--- src/rtl/lsu_pkg.sv ---
// Shared definitions for the load/store unit: access sizes, FSM states and
// the store-side lane helpers used by the controller.
package lsu_pkg;

    // Access size encodings as produced by the decoder (funct3[1:0]).
    localparam logic [1:0] LSU_B = 2'b00;
    localparam logic [1:0] LSU_H = 2'b01;
    localparam logic [1:0] LSU_W = 2'b10;

    typedef enum logic [1:0] {
        IDLE,
        REQ,
        RSP,
        DONE
    } lsu_state_e;

    // Misaligned half/word, or the illegal size encoding 2'b11.
    function automatic logic lsu_misaligned(input logic [1:0] size,
                                            input logic [1:0] addr_lo);
        logic mis;
        case (size)
            LSU_B:   mis = 1'b0;
            LSU_H:   mis = addr_lo[0];
            LSU_W:   mis = |addr_lo;
            default: mis = 1'b1;
        endcase
        return mis;
    endfunction

    // Byte enables for the addressed lanes; loads and stores share these.
    function automatic logic [3:0] lsu_bmask(input logic [1:0] size,
                                             input logic [1:0] addr_lo);
        logic [3:0] mask;
        case (size)
            LSU_B:   mask = 4'b0001 << addr_lo;
            LSU_H:   mask = addr_lo[1] ? 4'b1100 : 4'b0011;
            default: mask = 4'b1111;
        endcase
        return mask;
    endfunction

    // Replicate store data across all lanes so the byte enables alone pick
    // the destination bytes.
    function automatic logic [31:0] lsu_wdata(input logic [1:0] size,
                                              input logic [31:0] wdata);
        logic [31:0] lanes;
        case (size)
            LSU_B:   lanes = {4{wdata[7:0]}};
            LSU_H:   lanes = {2{wdata[15:0]}};
            default: lanes = wdata;
        endcase
        return lanes;
    endfunction

endpackage

--- src/rtl/lsu_load_align.sv ---
// Load data alignment: picks the addressed byte/half out of the captured
// memory word and sign- or zero-extends it for writeback.
module lsu_load_align
    import lsu_pkg::*;
(
    input  logic [31:0] rdata_i,
    input  logic [1:0]  addr_lo_i,
    input  logic [1:0]  size_i,
    input  logic        lsu_signed_i,  // 1 = zero-extend (LBU/LHU)
    output logic [31:0] data_o
);

    logic [7:0]  byte_sel;
    logic [15:0] half_sel;

    // Lane selection by the low address bits.
    always_comb begin
        byte_sel = rdata_i[7:0];
        unique case (addr_lo_i)
            2'd0: byte_sel = rdata_i[7:0];
            2'd1: byte_sel = rdata_i[15:8];
            2'd2: byte_sel = rdata_i[23:16];
            2'd3: byte_sel = rdata_i[31:24];
            default: byte_sel = rdata_i[7:0];
        endcase
        half_sel = addr_lo_i[1] ? rdata_i[31:16] : rdata_i[15:0];
    end

    // Extension; the illegal size never reaches writeback, so it returns zero.
    always_comb begin
        data_o = '0;
        case (size_i)
            LSU_B: data_o = lsu_signed_i ? {24'b0, byte_sel}
                                         : {{24{byte_sel[7]}}, byte_sel};
            LSU_H: data_o = lsu_signed_i ? {16'b0, half_sel}
                                         : {{16{half_sel[15]}}, half_sel};
            LSU_W: data_o = rdata_i;
            default: data_o = '0;
        endcase
    end

endmodule

--- src/rtl/lsu_ctrl.sv ---
// Load/store unit controller: sequences one data-memory access per
// load/store instruction over a valid/grant/rvalid bus, stalls the core
// until it completes, and aborts accesses that exceed TIMEOUT_CYCLES.
module lsu_ctrl
    import lsu_pkg::*;
#(
    parameter int unsigned TIMEOUT_CYCLES = 255
) (
    input  logic        i_clk,
    input  logic        i_reset,
    input  logic        i_req_vld,
    input  logic        i_dmem_we,
    input  logic [1:0]  i_lsu_size,
    input  logic        i_lsu_signed,
    input  logic [31:0] i_addr,
    input  logic [31:0] i_wdata,
    output logic        o_stall,
    output logic [31:0] o_rdata,
    output logic        o_rdata_vld,
    output logic        o_misalign,
    output logic        o_bus_err,
    output logic        o_mem_req,
    output logic        o_mem_we,
    output logic [31:0] o_mem_addr,
    output logic [31:0] o_mem_wdata,
    output logic [3:0]  o_mem_bmask,
    input  logic        i_mem_gnt,
    input  logic        i_mem_rvalid,
    input  logic [31:0] i_mem_rdata
);

    localparam int unsigned CntW = $clog2(TIMEOUT_CYCLES + 1);
    // Last cycle allowed in REQ+RSP; reaching it forces DONE.
    localparam logic [CntW-1:0] CntLast = CntW'(TIMEOUT_CYCLES - 1);

    lsu_state_e      state_q, state_d;
    logic [CntW-1:0] cnt_q, cnt_d;
    logic [31:0]     rdata_q, rdata_d;
    logic            err_q, err_d;

    logic        misalign;
    logic        busy;
    logic        timeout;
    logic [31:0] load_data;

    assign misalign = lsu_misaligned(i_lsu_size, i_addr[1:0]);
    assign busy     = (state_q == REQ) || (state_q == RSP);
    // Timeout wins over a grant or rvalid arriving in the same cycle.
    assign timeout  = busy && (cnt_q == CntLast);

    // State register.
    always_ff @(posedge i_clk) begin
        if (i_reset) begin
            state_q <= IDLE;
        end else begin
            state_q <= state_d;
        end
    end

    // Next-state logic.
    always_comb begin
        state_d = state_q;
        unique case (state_q)
            IDLE: begin
                if (i_req_vld && !misalign) begin
                    state_d = REQ;
                end
            end
            REQ: begin
                if (timeout) begin
                    state_d = DONE;
                end else if (i_mem_gnt) begin
                    state_d = i_dmem_we ? DONE : RSP;
                end
            end
            RSP: begin
                if (timeout || i_mem_rvalid) begin
                    state_d = DONE;
                end
            end
            DONE: begin
                // The request still visible here belongs to the finished
                // instruction; never reissue it.
                state_d = IDLE;
            end
            default: state_d = IDLE;
        endcase
    end

    // Timeout counter, load data capture and error flag.
    always_ff @(posedge i_clk) begin
        if (i_reset) begin
            cnt_q   <= '0;
            rdata_q <= '0;
            err_q   <= 1'b0;
        end else begin
            cnt_q   <= cnt_d;
            rdata_q <= rdata_d;
            err_q   <= err_d;
        end
    end

    // Datapath next-state: count bus cycles, latch rvalid data in RSP only so
    // stale responses in IDLE/DONE are dropped.
    always_comb begin
        cnt_d = cnt_q;
        if (state_q == IDLE) begin
            cnt_d = '0;
        end else if (busy) begin
            cnt_d = cnt_q + CntW'(1);
        end

        rdata_d = rdata_q;
        if ((state_q == RSP) && i_mem_rvalid && !timeout) begin
            rdata_d = i_mem_rdata;
        end

        // Set only for the DONE cycle that follows an abort.
        err_d = timeout;
    end

    lsu_load_align u_load_align (
        .rdata_i      (rdata_q),
        .addr_lo_i    (i_addr[1:0]),
        .size_i       (i_lsu_size),
        .lsu_signed_i (i_lsu_signed),
        .data_o       (load_data)
    );

    // Outputs; everything is forced low while reset is held.
    always_comb begin
        o_stall     = 1'b0;
        o_rdata     = '0;
        o_rdata_vld = 1'b0;
        o_misalign  = 1'b0;
        o_bus_err   = 1'b0;
        o_mem_req   = 1'b0;
        o_mem_we    = 1'b0;
        o_mem_addr  = '0;
        o_mem_wdata = '0;
        o_mem_bmask = '0;
        if (!i_reset) begin
            o_stall    = i_req_vld && (state_q != DONE) && !misalign;
            o_misalign = i_req_vld && misalign && (state_q == IDLE);
            if (state_q == REQ) begin
                o_mem_req   = 1'b1;
                o_mem_we    = i_dmem_we;
                o_mem_addr  = {i_addr[31:2], 2'b00};
                o_mem_wdata = lsu_wdata(i_lsu_size, i_wdata);
                o_mem_bmask = lsu_bmask(i_lsu_size, i_addr[1:0]);
            end
            if (state_q == DONE) begin
                o_bus_err   = err_q;
                o_rdata_vld = !i_dmem_we;
                o_rdata     = (!i_dmem_we && !err_q) ? load_data : '0;
            end
        end
    end

endmodule

--- config.mk ---
export PLATFORM = sky130hd
export DESIGN_NAME = lsu_ctrl
export DESIGN_NICKNAME = d
export VERILOG_FILES = /design/src/rtl/lsu_pkg.sv /design/src/rtl/lsu_load_align.sv /design/src/rtl/lsu_ctrl.sv
export SDC_FILE = /design/constraint.sdc
export NUM_CORES = 1
export LEC_CHECK = 0
export CAP_MARGIN = 20
export CORE_ASPECT_RATIO = 0.7
export CORE_MARGIN = 3
export CORE_UTILIZATION = 25
export DETAILED_ROUTE_END_ITERATION = 10
export PLACE_DENSITY = 0.55
export SYNTH_ARGS = -nofsm -noshare
export SYNTH_HDL_FRONTEND = slang
export SYNTH_SLANG_ARGS = --single-unit
--- constraint.sdc ---
create_clock -name i_clk -period 2.8 [get_ports i_clk]
set_input_delay 0.56 -clock i_clk [delete_from_list [all_inputs] [get_ports i_clk]]
set_output_delay 0.56 -clock i_clk [all_outputs]
set_load 0.02 [all_outputs]
# Word level (Yosys, flattened, before mapping)
# Index checks and enable logic that the tools add are counted.
# W data, S select, Z words.
dict set report word_totals {
  latchBits 0
  regBits 43
  n_memories 0
  inputBits 105
  ramBits 0
  elab_cells 74
  rom_bits 0
  out_inout_bits 106
}
dict set report op_classes {
  mux 34
  eq_ne 13
  shifts 1
  addsub 1
  n_lt_le_gt_ge 0
  div_mod_pow 0
  n_mul 0
  bitwise 0
  n_reduce_logical 21
}
# cell n
set ops {}
lappend ops {{$mux W32} 9}
lappend ops {{$pmux W32 S3} 1}
lappend ops {{$pmux W32 S2} 1}
lappend ops {{$pmux W8 S4} 1}
lappend ops {{$mux W16} 1}
lappend ops {{$mux W4} 3}
lappend ops {{$mux W1} 11}
lappend ops {{$eq A2 B2 Y1 const B} 5}
lappend ops {{$logic_and A1 B1 Y1} 9}
lappend ops {{$add A8 B1 Y8 const B} 1}
lappend ops {{$eq A8 B8 Y1 const B} 1}
lappend ops {{$mux W2} 4}
lappend ops {{$pmux W2 S4} 1}
lappend ops {{$pmux W4 S2} 1}
lappend ops {{$eq A2 B1 Y1 const B} 3}
lappend ops {{$logic_not A2 Y1} 3}
lappend ops {{$ne A2 B2 Y1 const B} 3}
lappend ops {{$logic_not A1 Y1} 4}
lappend ops {{$reduce_or A2 Y1} 2}
lappend ops {{$shl A1 B2 Y4 const A} 1}
lappend ops {{$ne A3 B3 Y1 const B} 1}
lappend ops {{$pmux W1 S3} 1}
lappend ops {{$reduce_and A3 Y1} 1}
lappend ops {{$logic_or A1 B1 Y1} 2}

# Longest topological paths before layout
dict set report logic_depth {
  word_depth 7
  ltp_mapped 8
  mapped_depth_nobuf 6
}

# Modules after synthesis
# A second synthesis with hierarchy kept.
dict set report hier_totals {
  cells_unflattened 476
  area_unflattened_um2 3883.7
}
# module seq_area_each_um2 instances area_per_inst_um2 cells_per_inst
set modules_own_cells {}
lappend modules_own_cells {lsu_ctrl 860.8 1 2825.2 352}
lappend modules_own_cells {lsu_load_align 0.0 1 1058.5 124}

# Worst setup path after synthesis
# OpenSTA, ideal clock, no wires.
dict set report synth_timing {
  path_kind {input -> output}
  from {input i_reset}
  to {output o_rdata[4]}
  required_time_ps 2240
  path_stages 5
  path_buffers 1
  slack_ps -334
  arrival_ps 2574
  path_cell_list {nand2b_1 > nor2_1 > o211ai_1 > buf_2 > a2111oi_0}
}
dict set report synth_between {
  elab_chain_cells 1
}
# element line_no
set synth_lines {}
lappend synth_lines {{from (decl)} lsu_ctrl.sv:10} ;# input logic i_reset,
lappend synth_lines {{$mux W32} lsu_ctrl.sv:142} ;# if (!i_reset) begin
lappend synth_lines {{to (decl)} lsu_ctrl.sv:18} ;# output logic [31:0] o_rdata,
# Every way passes these cells.

# Worst setup path in the final report
dict set report layout_timing {
  from {input i_lsu_size[1]}
  to {output o_rdata[5]}
}
dict set report layout_between {
  elab_chain_cells 5
  word_cells_on_any_way 7
  cone_classes {eq/ne: 2; mux: 4; reduce/logical: 1}
}
# element line_no
set layout_lines {}
lappend layout_lines {{from (decl)} lsu_ctrl.sv:13} ;# input logic [1:0] i_lsu_size,
lappend layout_lines {{$eq A2 B2 Y1 (tied with other cells)} lsu_load_align.sv:32} ;# case (size_i)
lappend layout_lines {{$pmux W32 S3 (*)} lsu_load_align.sv:32}
lappend layout_lines {{$mux W32 (*)} lsu_ctrl.sv:155} ;# o_rdata = (!i_dmem_we && !err_q) ? load_data : '0;
lappend layout_lines {{$mux W32 (*)} lsu_ctrl.sv:152} ;# if (state_q == DONE) begin
lappend layout_lines {{$mux W32 (*)} lsu_ctrl.sv:142}
# Every way passes the cells marked *; elsewhere a longest branch is shown, timed or not.

==> results.toml <==
[critical_path]
path_cells = "dlygate4sd2_1, buf_4, nor2_4, buf_4, a221oi_1, a2111oi_4, clkdlybuf4s15_2"
required_ps = 2240
crit_path_max_fanout = 8
cpMostUsedCell = "buf_4"
crit_buf_inv = 4
cp_slowest_cell = "a2111oi_4"
arrival_ps = 2180
crit_type = "input port to output pin"
end_kind = "output pin"
start_kind = "input port"
critical_path.top_delay_family = "buffers and inverters"
cp_slowest_stage_delay_ps = 370

[synthesis]
syn_area_sq_um = 3420
synth.distinct_cells = 49
syn-instance-count = 471
synth_edf_count = 0
yosysTopAreaCellShare_pct = 25.2
synth_flop_cell = "dfxtp_1"
synth_area_leader_cell = "dfxtp_1"
postSynthAreaPerCell_sq_um = 7.26
async_flop_share_pct = 0
synth_area_leaders = "dfxtp_1 (25%), nand2_1 (11%), a21oi_1 (9.7%)"
seq_area_frac_synth_pct = 25.2
yosys_warnings = 0
synth_seq_cells = 43

[power_and_ir_drop]
power_leakage_nw = 2.68
pwr-share-seq_pct = 25.4
p_clk_share_pct = 26.4
ir_drop_mv = 0.248
p_switching_mw = 1.07
power_switching_share_pct = 36.9
pwr-share-comb_pct = 48.3
p_per_area_nw_per_um2 = 459
p_int_mw = 1.82

[cts]
path_clk_slew_ps = 60
htree_levels = 2
cts_tree = "yes"
clock_latency_ps = 290
numCtsBuffers = 5
ctsRootBufferMaster = "clkbuf_16"
clockBufferDepth = 2
cts_hold_buf = 0
cts_num_sinks = 43

[die]
die_h_microns = 104
io_pins = 211
dieArea_sq_um = 15100
coreArea_sq_um = 13300
start_util_pct = 25.8
dieWidth_microns = 146
floorplan.rows = 35

[global_route]
grt_usage_pct = 19.5
antenna_found_initial = 1
grt_start_max_net_pins = 41
grt_pass1_wl_mm = 24.1
first_global_vias = 4271
grt_remaining_overflow = 0

[sta]
slew_viol_final = 0
hold_viol = 0
post-route-period-util_pct = 97.7
hold_ws_ps = 481
layout_min_cycle_time_ps = 2740
setup_viol = 0
finalSetupTns_ps = 0
rsz0062_at_grt = "false"
fmax_ghz = 0.366
fin_skew_ps = 5.54

[placement]
place_hpwl_mm = 12.1
placed_cell_area_sq_um = 6070
dp.cells = 884
io_buffer_count = 208
place_congestion = 0.869

[route]
routed_wl_mm = 15.5
detail-route-antenna-nets = 0
drtPass1Iterations = 7
via_count = 4412
drt_iter0_drc = 322
vias_per_cell = 4.92
drc = 0
wl_per_cell_microns = 17.2

[cells_and_area]
area_growth_pct = 84.0
n_antenna_cell = 0
final_area_sq_um = 6290
layout_common_cells = "clkdlybuf4s50_1 (104), nand2_1 (102), a21oi_1 (66)"
fin_nets = 822
drive_gt1_share_pct = 21.6
nFillCells = 1328
final_cell_count_no_fill = 897
layout.cells.most_common = "clkdlybuf4s50_1"

[run]
maxCapViolations = 0

[status]
status = "finished, final reports clean"

[worst_hold_path]
min_path_type = "flip-flop to flip-flop"
## worst register-to-register path, delay by kind of cell (launching register included)
| family | cells | cell delay (ps) |
|---|---|---|
| DFF | 1 | 330 |
| and+or+nand+nor | 2 | 520 |
| buffers and inverters | 2 | 180 |
| adders and majority gates | 1 | 450 |
| AOI/OAI and AO/OA | 2 | 660 |
## cell families after synthesis
logic type               after synthesis  share of synthesized area, %
AO/OA/AOI/OAI                        125                          24.2
XOR/XNOR                               5                          1.28
adder cells (fa/ha/maj)                6                          2.20
buffers and inverters                 59                          8.35
flip-flops                            43                          25.2
multiplexers                          26                          10.6
other                                  1                         0.110
AND/OR/NAND/NOR                      206                          28.1
## power by group through the flow
stage | clock, mW | combinational [mW] | sequential, mW
5_1_grt | 0.788 | 1.50 | 0.740
2_1_floorplan | 0 | 0.744 | 0.733
3_3_place_gp | 0 | 1.42 | 0.740
6_report | 0.761 | 1.39 | 0.732
3_5_place_dp | 0 | 1.44 | 0.742
4_1_cts | 0.770 | 1.40 | 0.732
## stage by stage
step / worst slack, ps / utilization (%) / total power [mW]
after floorplan: -158 / - / 1.48
after global placement: -898 / 45.7 / 2.16
after detailed placement: -930 / 45.7 / 2.19
after CTS: 0.611 / 48.0 / 2.90
after global routing: 2.76 / 47.4 / 3.03
final: 64.5 / 47.4 / 2.89
## metal layers
layer,share of wire [%],track usage (%)
met1,44,26.0
met2,48,33.3
met3,7.1,3.89
met4,1.0,2.85
met5,0.078,0
## state kept, by name (all words and copies together) (netlist names)
| signal | count |
|---|---|
| err_q | 1 |
| rdata_q | 32 |
| state_q | 2 |
| cnt_q | 8 |
## cell usage after synthesis, types with 3 or more instances
cell type and number:
nand2b_1 4, o21ai_0 6, nand2_1 102, nor2_1 40
mux2i_1 17, a21oi_1 66, dfxtp_1 43, clkbuf_1 17
a22oi_1 9, buf_2 15, a21oi_2 10, inv_1 17
buf_4 4, nand4_1 3, ha_1 6, mux4_2 8
and2_1 41, buf_6 4, a221oi_1 15, a2111oi_0 6
xor2_1 4
## path summary, 6_finish.rpt
| check | start | slack [ps] | end | depth (start not counted) |
|---|---|---|---|---|
| max | i_lsu_size[1] | 60 | o_rdata[5] | 7 |
| min | rdata_q[12] | 480 | rdata_q[12] | 2 |
| max reg2reg | state_q[0] | 560 | state_q[0] | 7 |
| min reg2reg | rdata_q[12] | 480 | rdata_q[12] | 2 |
## layout make-up
type / count / area, sq um / share of cell area, %
multi-input combinational: 371 / 2480 / 39.4
timing repair buffer: 273 / 2470 / 39.2
sequential: 43 / 861 / 13.7
tap: 185 / 231 / 3.68
clock buffer: 6 / 129 / 2.05
inverter: 17 / 63.8 / 1.01
clock inverter: 2 / 60.1 / 0.955
## timing repair
item | in CTS | in global routing
pin swaps | 4 | 3
endpoints found under the setup margin | 102 | 35
gates cloned | 1 | 0
setup buffers | 3 | 1
resized for setup | 163 | 57
No activity file was read; power rests on OpenSTA's default activity.
